**src/rtl/fifo_dequeue_stage.sv**
```systemverilog
`default_nettype none
// ============================================================================
//  Module   : fifo_dequeue_stage
//  Purpose  : Two-entry skid stage pulling from an upstream queue and
//             presenting entries to a ready/valid consumer.
//  Revision : 1.0  initial release
// ============================================================================
module fifo_dequeue_stage #(
   parameter int DATA_WIDTH = 32,
   parameter     ID         = "DQSTAGE"
) (
   input  logic                  CLK,
   input  logic                  RESET,
   input  logic                  FLUSH_IN,
   input  logic                  RECOVER,
   input  logic                  EMPTY_IN,
   input  logic [DATA_WIDTH-1:0] Q_IN,
   output logic                  DQ_OUT,
   output logic                  VALID_OUT,
   output logic [DATA_WIDTH-1:0] DATA_OUT,
   input  logic                  READY_IN,
   output logic [1:0]            OCC_OUT,
   output logic [15:0]           ISSUED_OUT
);

   typedef enum logic [1:0] {
      ST_IDLE = 2'd0,
      ST_ONE  = 2'd1,
      ST_TWO  = 2'd2
   } state_t;

   state_t                r_state;
   state_t                w_state_nxt;
   logic [DATA_WIDTH-1:0] r_main;
   logic [DATA_WIDTH-1:0] r_skid;
   logic [DATA_WIDTH-1:0] w_main_nxt;
   logic [DATA_WIDTH-1:0] w_skid_nxt;
   logic [15:0]           r_issued;
   logic                  w_fill;
   logic                  w_valid;
   logic                  w_xfer;

   // Dequeue is decided from occupancy alone so the upstream path never sees READY_IN.
   assign w_fill  = !EMPTY_IN && (r_state != ST_TWO) && !FLUSH_IN && !RECOVER && !RESET;
   assign w_valid = !RESET && (r_state != ST_IDLE);
   assign w_xfer  = w_valid && READY_IN;

   always_comb begin
      w_state_nxt = r_state;
      w_main_nxt  = r_main;
      w_skid_nxt  = r_skid;
      if (FLUSH_IN) begin
         w_state_nxt = ST_IDLE;
      end else if (RECOVER) begin
         // Only a stalled presented entry survives recovery.
         w_state_nxt = (w_valid && !READY_IN) ? ST_ONE : ST_IDLE;
      end else begin
         case (r_state)
            ST_IDLE: begin
               if (w_fill) begin
                  w_main_nxt  = Q_IN;
                  w_state_nxt = ST_ONE;
               end
            end
            ST_ONE: begin
               if (w_fill && w_xfer) begin
                  w_main_nxt = Q_IN;
               end else if (w_fill) begin
                  w_skid_nxt  = Q_IN;
                  w_state_nxt = ST_TWO;
               end else if (w_xfer) begin
                  w_state_nxt = ST_IDLE;
               end
            end
            ST_TWO: begin
               if (w_xfer) begin
                  w_main_nxt  = r_skid;
                  w_state_nxt = ST_ONE;
               end
            end
            default: begin
               w_state_nxt = ST_IDLE;
            end
         endcase
      end
   end

   always_ff @(posedge CLK) begin
      if (RESET) begin
         r_state  <= ST_IDLE;
         r_main   <= '0;
         r_skid   <= '0;
         r_issued <= 16'd0;
      end else begin
         r_state <= w_state_nxt;
         r_main  <= w_main_nxt;
         r_skid  <= w_skid_nxt;
         if (w_xfer) begin
            r_issued <= r_issued + 16'd1;
         end
      end
   end

   always_comb begin
      OCC_OUT = 2'd0;
      if (!RESET) begin
         case (r_state)
            ST_ONE:  OCC_OUT = 2'd1;
            ST_TWO:  OCC_OUT = 2'd2;
            default: OCC_OUT = 2'd0;
         endcase
      end
   end

   assign DQ_OUT     = w_fill;
   assign VALID_OUT  = w_valid;
   assign DATA_OUT   = RESET ? '0 : r_main;
   assign ISSUED_OUT = r_issued;

   a_no_fill_when_full : assert property (@(posedge CLK) disable iff (RESET)
      !(w_fill && (r_state == ST_TWO)))
      else $error("%s: dequeue strobe raised with both slots occupied", ID);

endmodule
`default_nettype wire

```
**config.mk**
```make
export PLATFORM = sky130hd
export DESIGN_NAME = fifo_dequeue_stage
export DESIGN_NICKNAME = d
export VERILOG_FILES = /design/src/rtl/fifo_dequeue_stage.sv
export SDC_FILE = /design/constraint.sdc
export NUM_CORES = 1
export LEC_CHECK = 0
export ABC_AREA = 1
export BUFFER_PORTS_ARGS = -buffer_cell sky130_fd_sc_hd__buf_2
export CORE_ASPECT_RATIO = 0.6
export CORE_UTILIZATION = 55
export CTS_CLUSTER_SIZE = 14
export DETAILED_ROUTE_END_ITERATION = 7
export PLACE_DENSITY = 0.8
export SLEW_MARGIN = 0
export SYNTH_ARGS = -nofsm -noshare
export SYNTH_HDL_FRONTEND = slang
export SYNTH_SLANG_ARGS = --single-unit
```
**constraint.sdc**
```tcl
create_clock -name CLK -period 2.3 [get_ports CLK]
set_clock_uncertainty 0.15 [all_clocks]
set_input_delay 0.46 -clock CLK [delete_from_list [all_inputs] [get_ports CLK]]
set_output_delay 0.46 -clock CLK [all_outputs]
set_load 0.02 [all_outputs]
```
==> results of run 1 <==
-- layer usage --
metal  share of wire, %  vias to the layer above  global-route usage (%)
met5                  0                        -                       0
met1                 50                     1943                    39.8
met4               0.86                        0                    5.27
li1                   -                     2234                       -
met3                6.6                       15                    6.51
met2                 43                      156                    38.7
-- state kept, by name, summed over array words and instances, names as in the netlist --
register,count
r_main,32
ISSUED_OUT,16
r_state,2
r_skid,32
-- cell usage in the layout, fill, tap and decap left out, types with 2 or more instances in the layout --
master,count
o21bai_1,2
nor2_1,133
clkbuf_1,3
clkinv_2,3
nand3_2,2
o21ai_0,48
nand2_1,153
a21o_1,2
inv_1,96
buf_2,89
nand3_1,42
clkbuf_16,9
o31ai_1,2
nor3_1,3
nor3b_1,3
dfxtp_1,82
buf_12,2
a21oi_1,54
o21ai_1,2
inv_2,7
buf_4,9
-- cells by family (layout without fill, tap and decap cells) --
kind of cell / Yosys count / count (layout) / share of synthesized area (%)
XOR/XNOR: 1 / 1 / 0.205
flip-flops: 82 / 82 / 38.5
buffers and inverters: 142 / 219 / 14.3
adder cells (fa/ha/maj): 1 / 1 / 0.293
AND/OR/NAND/NOR: 342 / 342 / 33.1
AO/OA/AOI/OAI: 112 / 112 / 13.6
-- per-stage QoR --
| step | hold WS (ns) | cells | area [sq um] | setup slack, ns |
|---|---|---|---|---|
| after global routing | 0.243 | 861 | 4990 | 0.136 |
| after CTS | 0.237 | 861 | 4990 | 0.228 |
| after global placement | 0.284 | 845 | 4730 | 0.296 |
| final | 0.243 | 861 | 4990 | 0.216 |
| after detailed placement | 0.290 | 845 | 4730 | 0.239 |
| after floorplan | 0.275 | 680 | 4270 | 0.375 |
-- layout make-up --
type,count,area [sq um]
clock buffer,13,250
clock inverter,3,15.0
fill,693,2390
inverter,103,387
multi-input combinational,456,2020
sequential,82,1640
tap,104,130
timing repair buffer,100,553
-- power by group --
| group | internal [mW] | leakage [nW] | total [mW] | switching [mW] |
|---|---|---|---|---|
| registers | 1.44 | 0.662 | 1.46 | 0.0122 |
| logic | 0.101 | 1.59 | 0.282 | 0.181 |
| clock network | 0.756 | 0.133 | 1.30 | 0.541 |
| total | 2.30 | 2.38 | 3.04 | 0.734 |
-- tightest hold or removal path, cell delays in order --
cell,delay (ns)
buf_2,0.09
o21ai_1,0.06
nor2_1,0.07
-- path summary, 6_finish.rpt --
| kind | startpoint | end | slack (ns) | depth (start not counted) |
|---|---|---|---|---|
| hold reg to reg | r_skid[11] | r_skid[11] | 0.30 | 2 |
| setup / recovery | r_state[0] | DQ_OUT | 0.22 | 5 |
| hold / removal | Q_IN[17] | r_skid[17] | 0.24 | 3 |
| setup reg to reg | r_state[0] | r_skid[12] | 0.32 | 8 |
==> flow_metrics.env, run 1 <==
export IMPL_status="finished clean"
export IMPL_fmax_ghz=0.480
export IMPL_cts_resized=0
export IMPL_drt_wl_total_mm=10.6
export IMPL_ys_ff_latch=82
export IMPL_peakVddDrop_mv=0.463
export IMPL_synth_edf_count=0
export IMPL_n_antenna_cell=0
export IMPL_synth_seq_area_share_pct=38.5
export IMPL_htreeDepth=3
export IMPL_synth_top_area_share_pct=38.5
export IMPL_die_y_microns=70.2
export IMPL_routed_via_density=5.05
export IMPL_core_area_sq_um=7390
export IMPL_path_max_fanout=13
export IMPL_avgRoutedWirePerCell_microns=12.3
export IMPL_crit_slowest_cell="dfxtp_1"
export IMPL_drt_pass1_iter_count=5
export IMPL_syn_to_final_growth_pct=17.0
export IMPL_period_minus_slack_ns=2.08
export IMPL_power_leakage_nw=2.38
export IMPL_ys_types=30
export IMPL_crit_path_max_incr_delay_ns=0.39
export IMPL_numCtsBuffers=9
export IMPL_synthTopCellsByCount="nand2_1, nor2_1, inv_1, dfxtp_1, a21oi_1"
export IMPL_synthMostInstantiatedCell="nand2_1"
export IMPL_crit_arrival_ns=1.47
export IMPL_pin_count=90
export IMPL_postCtsHoldBufs=0
export IMPL_clkSinkCount=82
export IMPL_grt_overflow=0
export IMPL_slew_headroom_pct=54.7
export IMPL_die_w_microns=116
export IMPL_drc_errors=0
export IMPL_drt_iter0_markers=430
export IMPL_finalPower_mw=3.04
export IMPL_rsz0062_at_grt="false"
export IMPL_ys_warn_count=0
export IMPL_syn_inst=680
export IMPL_hp_class="input port to flop"
export IMPL_fin_crit_sh_pct=90.6
export IMPL_dp_hpwl_mm=7.38
export IMPL_grt_max_degree=73
export IMPL_root_buffer="clkbuf_16"
export IMPL_synth_net_count=719
export IMPL_crit_type="flop to output pin"
export IMPL_ys_flop_type="dfxtp_1"
export IMPL_cts_max_path_buffers=2
export IMPL_maxCapViolations=0
export IMPL_power_density_nw_per_um2=608
export IMPL_io_buffers=89
export IMPL_drtAntennaViolNets=0
export IMPL_synth_top_area_cell="dfxtp_1"
export IMPL_syn_area_sq_um=4270
export IMPL_final_net_count=791
export IMPL_grt_pass1_wl_mm=17.1
export IMPL_crit_top_cell="inv_2"
export IMPL_antenna_found_initial=0
export IMPL_avgSynthCellArea_sq_um=6.28
export IMPL_clk_latency_ns=0.33
export IMPL_cp_required_ns=1.69
export IMPL_worstPathBufferInverterCount=3
export IMPL_final_util_pct=67.6
export IMPL_synth_area_top_cells="dfxtp_1, nand2_1, nor2_1"
export IMPL_final_max_slew_viol_count=0
export IMPL_cts_setup_buffers=0
export IMPL_rows=24
export IMPL_num_vias=4348
export IMPL_worst_pin_slew_ns=0.680
export IMPL_async_flop_share_pct=0
export IMPL_cts_tree="yes"
export IMPL_end_kind="output pin"
export IMPL_crit_family="buffers and inverters"
export IMPL_setup_violations=0
export IMPL_start_util_pct=57.8
export IMPL_drive_above_1_share_pct=16.8
export IMPL_die_area_sq_um=8130
export IMPL_clk_pin_slew_ns=0.06
export IMPL_fin_setup_tns_ns=0
export IMPL_grt_pass1_vias=3606
export IMPL_worstPathCellList="inv_2 -> nand2_1 -> inv_2 -> nor2_4 -> buf_2"
export IMPL_hold_viol_final=0
export IMPL_gp_congestion=0.838
export IMPL_startpoint_type="flop"
export IMPL_grt_usage_pct=26.7
Power figures use the tool's default switching activity.
==> run 2: changes to the inputs <==
Settings changed: CORE_ASPECT_RATIO 0.6 to 1.25, PLACE_DENSITY 0.8 to 0.81.
==> flow_metrics.env, run 2 (same netlist as run 1, synthesis figures left out) <==
export IMPL_die_y_microns=101
export IMPL_rsz0062_at_grt="false"
export IMPL_drt_iter0_markers=219
export IMPL_worst_pin_slew_ns=0.646
export IMPL_peakVddDrop_mv=0.506
export IMPL_cts_setup_buffers=0
export IMPL_slew_headroom_pct=56.9
export IMPL_clkSinkCount=82
export IMPL_final_net_count=789
export IMPL_end_kind="output pin"
export IMPL_htreeDepth=3
export IMPL_drc_errors=0
export IMPL_grt_pass1_vias=3895
export IMPL_status="finished clean"
export IMPL_gp_congestion=0.835
export IMPL_crit_arrival_ns=1.44
export IMPL_r2r_start="r_state[0]"
export IMPL_path_max_fanout=7
export IMPL_clk_pin_slew_ns=0.09
export IMPL_cts_max_path_buffers=2
export IMPL_hold_viol_final=0
export IMPL_drive_above_1_share_pct=16.8
export IMPL_pin_count=90
export IMPL_startpoint_type="flop"
export IMPL_num_vias=4257
export IMPL_setup_violations=0
export IMPL_rows=35
export IMPL_cts_resized=0
export IMPL_routed_via_density=5.03
export IMPL_start_util_pct=57.3
export IMPL_grt_usage_pct=25.9
export IMPL_r2r_setup_slack_ns=0.31
export IMPL_core_area_sq_um=7440
export IMPL_avgRoutedWirePerCell_microns=11.5
export IMPL_reg2reg_to="r_main[1]"
export IMPL_worstRegToRegCells=10
export IMPL_place_inst=831
export IMPL_grt_overflow=0
export IMPL_syn_to_final_growth_pct=16.5
export IMPL_maxCapViolations=0
export IMPL_endpoint="DQ_OUT"
export IMPL_clk_latency_ns=0.35
export IMPL_hp_class="input port to flop"
export IMPL_cts_tree="yes"
export IMPL_fin_setup_tns_ns=0
export IMPL_mostFrequentLayoutCells="nand2_1, nor2_1, inv_1"
export IMPL_fin_crit_sh_pct=89.2
export IMPL_cp_required_ns=1.69
export IMPL_io_buffers=89
export IMPL_finalPower_mw=2.94
export IMPL_crit_type="flop to output pin"
export IMPL_root_buffer="clkbuf_8"
export IMPL_drt_pass1_iter_count=4
export IMPL_dp_hpwl_mm=6.79
export IMPL_drtAntennaViolNets=0
export IMPL_die_w_microns=80.8
export IMPL_antenna_found_initial=0
export IMPL_postCtsHoldBufs=0
export IMPL_fmax_ghz=0.487
export IMPL_n_antenna_cell=0
export IMPL_grt_pass1_wl_mm=16.6
export IMPL_setup_ws_ns=0.248
export IMPL_pre_cts_ws_ns=0.204
export IMPL_startpoint="r_state[0]"
export IMPL_layout_commonest_cell="nand2_1"
export IMPL_power_leakage_nw=2.38
export IMPL_die_area_sq_um=8120
export IMPL_period_minus_slack_ns=2.05
export IMPL_numCtsBuffers=9
export IMPL_fillers=704
export IMPL_grt_max_degree=70
export IMPL_final_max_slew_viol_count=0
export IMPL_drt_wl_total_mm=9.77
export IMPL_fin_cells=847
export IMPL_power_density_nw_per_um2=591
==> run 2: cell types whose count changed in the layout (fill, tap and decap cells not counted), sizes merged <==
cell	before	now
clkinv	3	0
buf	100	98
inv	103	104
bufinv	0	2
==> run 2: worst min-delay path by stage <==
stage,start,endpoint,slack (ns),cells past startpoint
floorplan,r_skid[0],r_skid[0],0.27,2
global placement,r_skid[8],r_skid[8],0.28,2
detailed placement,r_skid[4],r_skid[4],0.29,2
CTS,Q_IN[17],r_skid[17],0.21,3
global route,Q_IN[17],r_skid[17],0.24,3
finish,Q_IN[17],r_skid[17],0.22,3
==> run 2: report_power, final <==
group | total (mW) | internal (mW) | switching [mW]
registers | 1.45 | 1.44 | 0.0122
logic | 0.275 | 0.104 | 0.171
clock network | 1.21 | 0.706 | 0.508
total | 2.94 | 2.25 | 0.691
==> run 2: cell type report <==
| type | instances | area (sq um) | area share, % |
|---|---|---|---|
| clock buffers | 13 | 169 | 3.40 |
| multi-input cells | 456 | 2020 | 40.6 |
| clock inverters | 3 | 68.8 | 1.38 |
| well taps | 92 | 115 | 2.31 |
| flip-flops and latches | 82 | 1640 | 33.0 |
| repair buffers | 98 | 576 | 11.6 |
| inverters | 103 | 387 | 7.77 |
==> run 2: critical path, cell delays in order (launching register included) <==
cell and delay [ns]:
dfxtp_1 0.42, inv_2 0.10, nand2_1 0.15, inv_2 0.08, nor2_4 0.16, buf_2 0.19
==> run 2: through the flow <==
step	utilization [%]	cell area [sq um]	hold slack, ns
global route	66.8	4970	0.238
global placement	63.6	4740	0.283
detailed placement	63.6	4740	0.293
CTS	66.8	4970	0.211
finish	66.8	4970	0.223
floorplan	-	4270	0.275
==> run 2: layer usage <==
| metal | vias up | GRT usage (%) | routed length, microns |
|---|---|---|---|
| li1 | 2227 | - | - |
| met2 | 125 | 44.7 | 4710 |
| met1 | 1891 | 31.6 | 4340 |
| met5 | - | 0 | 0 |
| met3 | 14 | 5.07 | 593 |
| met4 | 0 | 9.20 | 127 |
